===== config.mk =====
export PLATFORM = sky130hd
export DESIGN_NAME = instr_sequencer
export DESIGN_NICKNAME = d
export VERILOG_FILES = /design/src/rtl/instr_sequencer.sv
export SDC_FILE = /design/constraint.sdc
export NUM_CORES = 1
export LEC_CHECK = 0
export ABC_AREA = 1
export BUFFER_PORTS_ARGS = -buffer_cell sky130_fd_sc_hd__buf_2
export CAP_MARGIN = 20
export CORE_MARGIN = 10
export CORE_UTILIZATION = 45
export DETAILED_ROUTE_END_ITERATION = 8
export PLACE_DENSITY = 0.66
export REMOVE_ABC_BUFFERS = 1
export SLEW_MARGIN = 0
export SYNTH_ARGS = -nofsm -noshare
export SYNTH_HDL_FRONTEND = slang
export SYNTH_SLANG_ARGS = --single-unit
export TNS_END_PERCENT = 10

===== constraint.sdc =====
create_clock -name clk -period 3.75 [get_ports clk]
set_clock_uncertainty 0.15 [all_clocks]
set_input_delay 0.1875 -clock clk [delete_from_list [all_inputs] [get_ports clk]]
set_output_delay 0.1875 -clock clk [all_outputs]
set_load 0.02 [all_outputs]

===== src/rtl/instr_sequencer.sv =====
// instr_sequencer: steps through a fixed 8-entry instruction ROM. Each
// instruction is presented for HOLD_CYCLES cycles. Branches are taken from the
// datapath br flag, and the program finishes on the entry flagged "last".
// All outputs are registered.
// Optional feature macro: SINGLE_STEP_EN adds a step input and a WAIT_STEP state
// that pauses between instruction windows.
module instr_sequencer #(
  parameter int unsigned HOLD_CYCLES = 2
) (
  input  logic       clk,
  input  logic       rst,
  input  logic       start,
  input  logic       halt,
  input  logic       br,
`ifdef SINGLE_STEP_EN
  input  logic       step,
`endif
  output logic [2:0] instruction_A,
  output logic       RegWrite,
  output logic       MemWrite,
  output logic [3:0] beq_sw,
  output logic       busy,
  output logic       done
);

  localparam logic [2:0] ST_IDLE      = 3'd0;
  localparam logic [2:0] ST_ISSUE     = 3'd1;
  localparam logic [2:0] ST_HOLD      = 3'd2;
  localparam logic [2:0] ST_DONE      = 3'd3;
  localparam logic [2:0] ST_WAIT_STEP = 3'd4;

  localparam logic [3:0] HOLD_RELOAD = 4'(HOLD_CYCLES - 32'd1);

  // ROM word layout: {last, target[2:0], beq_sw[3:0], MemWrite, RegWrite}
  function automatic logic [9:0] rom_word(input logic [2:0] addr);
    logic [9:0] w;
    case (addr)
      3'd0:    w = 10'b0_000_0000_0_0;
      3'd1:    w = 10'b0_000_0000_0_1;
      3'd2:    w = 10'b0_000_0000_1_0;
      3'd3:    w = 10'b0_000_0000_0_1;
      3'd4:    w = 10'b0_000_0000_0_0;
      3'd5:    w = 10'b0_111_0001_0_0;
      3'd6:    w = 10'b0_000_0010_0_1;
      3'd7:    w = 10'b1_000_0000_0_0;
      default: w = 10'b0_000_0000_0_0;
    endcase
    return w;
  endfunction

  logic [2:0] state_r;
  logic [2:0] seq_pc_r;
  logic [3:0] hold_cnt_r;

  logic [2:0] state_next_s;
  logic [2:0] pc_next_s;
  logic [3:0] cnt_next_s;
  logic [9:0] rom_s;
  logic       window_end_s;
  logic [2:0] branch_pc_s;

  logic [2:0] a_next_s;
  logic       rw_next_s;
  logic       mw_next_s;
  logic [3:0] beq_next_s;
  logic       busy_next_s;
  logic       done_next_s;

  // Decode the current ROM entry and decide where the window goes next
  always_comb begin
    rom_s        = rom_word(seq_pc_r);
    window_end_s = ((state_r == ST_ISSUE) && (HOLD_RELOAD == 4'd0)) ||
                   ((state_r == ST_HOLD) && (hold_cnt_r <= 4'd1));
    if ((rom_s[5:2] != 4'd0) && br) begin
      branch_pc_s = rom_s[8:6];
    end else begin
      branch_pc_s = seq_pc_r + 3'd1;
    end
  end

  // Next-state, program counter and hold counter selection
  always_comb begin
    state_next_s = state_r;
    pc_next_s    = seq_pc_r;
    cnt_next_s   = hold_cnt_r;
    if (halt) begin
      state_next_s = ST_IDLE;
    end else begin
      case (state_r)
        ST_IDLE, ST_DONE: begin
          if (start) begin
            state_next_s = ST_ISSUE;
            pc_next_s    = 3'd0;
          end else begin
            state_next_s = state_r;
          end
        end
        ST_ISSUE, ST_HOLD: begin
          if (state_r == ST_ISSUE) begin
            cnt_next_s = HOLD_RELOAD;
          end else begin
            cnt_next_s = hold_cnt_r - 4'd1;
          end
          if (!window_end_s) begin
            state_next_s = ST_HOLD;
          end else if (rom_s[9]) begin
            state_next_s = ST_DONE;
          end else begin
            pc_next_s = branch_pc_s;
`ifdef SINGLE_STEP_EN
            state_next_s = ST_WAIT_STEP;
`else
            state_next_s = ST_ISSUE;
`endif
          end
        end
        ST_WAIT_STEP: begin
`ifdef SINGLE_STEP_EN
          if (step) begin
            state_next_s = ST_ISSUE;
          end else begin
            state_next_s = ST_WAIT_STEP;
          end
`else
          state_next_s = ST_IDLE;
`endif
        end
        default: state_next_s = ST_IDLE;
      endcase
    end
  end

  // Output values for the next cycle; a window's outputs are loaded in ISSUE
  always_comb begin
    a_next_s    = instruction_A;
    rw_next_s   = 1'b0;
    mw_next_s   = 1'b0;
    beq_next_s  = 4'd0;
    busy_next_s = 1'b0;
    done_next_s = 1'b0;
    if (halt) begin
      busy_next_s = 1'b0;
    end else begin
      case (state_r)
        ST_ISSUE: begin
          a_next_s    = seq_pc_r;
          rw_next_s   = rom_s[0];
          mw_next_s   = rom_s[1];
          beq_next_s  = rom_s[5:2];
          busy_next_s = 1'b1;
        end
        ST_HOLD: begin
          rw_next_s   = RegWrite;
          mw_next_s   = MemWrite;
          beq_next_s  = beq_sw;
          busy_next_s = 1'b1;
        end
        ST_WAIT_STEP: busy_next_s = 1'b1;
        ST_DONE:      done_next_s = !start;
        default:      busy_next_s = 1'b0;
      endcase
    end
  end

  // State, program counter, hold counter and registered outputs
  always_ff @(posedge clk or negedge rst) begin
    if (!rst) begin
      state_r       <= ST_IDLE;
      seq_pc_r      <= 3'd0;
      hold_cnt_r    <= 4'd0;
      instruction_A <= 3'd0;
      RegWrite      <= 1'b0;
      MemWrite      <= 1'b0;
      beq_sw        <= 4'd0;
      busy          <= 1'b0;
      done          <= 1'b0;
    end else begin
      state_r       <= state_next_s;
      seq_pc_r      <= pc_next_s;
      hold_cnt_r    <= cnt_next_s;
      instruction_A <= a_next_s;
      RegWrite      <= rw_next_s;
      MemWrite      <= mw_next_s;
      beq_sw        <= beq_next_s;
      busy          <= busy_next_s;
      done          <= done_next_s;
    end
  end

endmodule


==> impl_metrics.ini <==
[outcome]
status = completed

[critical_path]
r2r_cells = 6
required_ns = 3.78
crit_arrival_ns = 1.73
reg2reg_slack_ns = 2.06
crit_path_top_delay_cell = dfrtp_1
crit_top_cell = nand2_1
path_class = register to register
rr_endpoint = seq_pc_r[2]
start_kind = register
reg2reg_from = state_r[0]
max_stage_delay_ns = 0.39
cp_max_fo = 5
path_cells = inv_1 -> ha_1 -> a21oi_1 -> nand2_1 -> nand2_1 -> nand2_1
endpoint_kind = register

[placement]
place_ws_ns = 2.075
io_buffers = 13
dp_hpwl_um = 1461
routabilityCongestion = 0.7882

[finish]
mostFrequentLayoutCells = 20 x nand2_1, 18 x dfrtp_1, 15 x inv_1
fillerInstances = 210
diodes = 0
final_common_cell = nand2_1
final_nets = 144
syn2layout_area_growth_pct = 14.19
drive_gt1_share_pct = 18.60

[job]
max_cap_violations = 0

[global_route]
grt_pass1_vias = 735
overflow = 0
grt_first_pass_wirelength_um = 3167
grt_usage_pct = 9.029
grt_antenna_before_repair = 0
grt_max_degree = 19

[synth]
netlist_area_um2 = 978.4
syn_avg_cell_area_um2 = 8.736
ys_types = 22
synth-seq-cells = 18
ys_seq_area_share_pct = 46.04
yosys_warnings = 0
synth_top_area_share_pct = 46.04
synthCells = 112
yosys-top-cells-area = dfrtp_1 46%, ha_1 12%, nand2_1 7.7%
synth_top_area_cell = dfrtp_1

[sta]
fin_crit_ns = 1.693
finalHoldViolations = 0
finalSetupViolations = 0
fin_crit_sh_pct = 45.13
rsz0062_at_grt = no
fin_tns_setup_ns = 0
maxSlewViolCount = 0
clock.fmax_mhz = 590.8
setup_ws_ns = 2.058

[floorplanning]
die_area_mm2 = 0.004440
initial_core_util_pct = 48.39
die_w_um = 66.63
core_area_mm2 = 0.002022
die_h_um = 66.63
fp-row-count = 16
io_pins = 16

[power_and_ir_drop]
peakVddDrop_v = 0.0003042
finalPower_mw = 0.7201
power.leakage_nw = 0.6058
p_per_area_mw_per_mm2 = 644.5

[detailed_routing]
firstDrtPassIters = 4
vias_per_cell = 4.840
ant_nets = 0
drc = 0
wl_per_cell_um = 11.61
vias = 755
first_iter_violations = 21
totalWireLength_um = 1811

[min_path]
hold_end = done
hold_class = primary input to register
holdCritStartpoint = halt
holdPathStages = 2

[clocking]
path_clk_slew_ns = 0.10
cts_max_path_buffers = 2
cts_tree = yes
cts.sinks = 18
cts_buffers = 3
insertion_delay_ns = 0.28
htreeDepth = 1
ctsRootBufferMaster = clkbuf_4
[cell usage after synthesis]
library cell  instances
nand3_1              12
nand2_1              20
a21oi_1               6
o22ai_1               2
conb_1                1
inv_1                15
nand4_1               1
buf_4                 2
o21ai_0               6
dfrtp_1              18
nor2_4                1
nor3_1                1
ha_1                  9
inv_4                 1
xor2_1                1
and3_1                1
or2_4                 1
nand2_4               1
o21ai_2               3
o31ai_1               1
buf_2                 1
nor2_1                8
[area by class of cell]
| class | count | area (µm²) | area share (%) |
|---|---|---|---|
| Clock buffer | 4 | 36.28 | 3.247 |
| Multi-Input combinational cell | 76 | 449.2 | 40.20 |
| Sequential cell | 18 | 450.4 | 40.31 |
| Inverter | 16 | 62.56 | 5.599 |
| Tap cell | 27 | 33.78 | 3.024 |
| Timing Repair Buffer | 15 | 85.08 | 7.615 |
[per-layer routing]
| metal | global-route usage, % | routed length, µm |
|---|---|---|
| met5 | 0 | 0 |
| met1 | 11.06 | 857 |
| met4 | 4.974 | 22 |
| met3 | 2.843 | 135 |
| met2 | 13.63 | 796 |
[worst max-delay path, delay by kind of cell, from the launching register on]
kind	cells	cell delay [ns]
compound gates	1	0.33
fa+ha+maj	1	0.38
flops	1	0.39
buf+inv	1	0.06
simple gates	3	0.27
[how the worst max path moves through the flow]
stage | startpoint | end | slack [ns] | cells after the start
2_1_floorplan | state_r[0] | seq_pc_r[0] | 2.20 | 6
3_3_place_gp | state_r[0] | seq_pc_r[2] | 2.13 | 6
3_5_place_dp | state_r[0] | seq_pc_r[2] | 2.07 | 6
4_1_cts | state_r[0] | seq_pc_r[2] | 2.06 | 6
5_1_grt | state_r[0] | seq_pc_r[1] | 1.90 | 6
6_report | state_r[0] | seq_pc_r[2] | 2.06 | 6
[timing repair]
action                                 4_1_cts  5_1_grt
hold buffers                                 2        0
endpoints found under the hold margin       19        0
setup buffers                                0        0
gates resized for setup                      0        0
[cells by family (layout without fill, tap and decap cells)]
family          count (synthesis)  count (layout)  synth area share, %
other cells                     1               2               0.3833
buf+inv                        19              35                8.439
compound gates                 18              18                10.87
flops                          18              18                46.04
fa+ha+maj                       9               9                11.51
xor+xnor                        1               1               0.8953
simple gates                   46              46                21.87
[state kept, by name (all words and copies together) (netlist names)]
signal	flops
state_r	2
busy	1
hold_cnt_r	4
done	1
RegWrite	1
MemWrite	1
instruction_A	3
seq_pc_r	3
beq_sw	2
[report_power, final]
part / switching (mW) / internal (mW)
registers: 0.0407 / 0.251
logic: 0.200 / 0.111
clock network: 0.0577 / 0.0591
[stage by stage]
step	instances	utilization [%]	hold slack, ns	instance area, µm²
floorplan	110	-	-0.2581	962.2
global placement	150	52.48	-0.01423	1061
detailed placement	150	52.48	-0.008383	1061
CTS	156	55.26	0.02230	1117
global route	156	55.26	0.03291	1117
finish	156	55.26	0.03789	1117
Note: power is estimated with default switching activity, not from simulation.
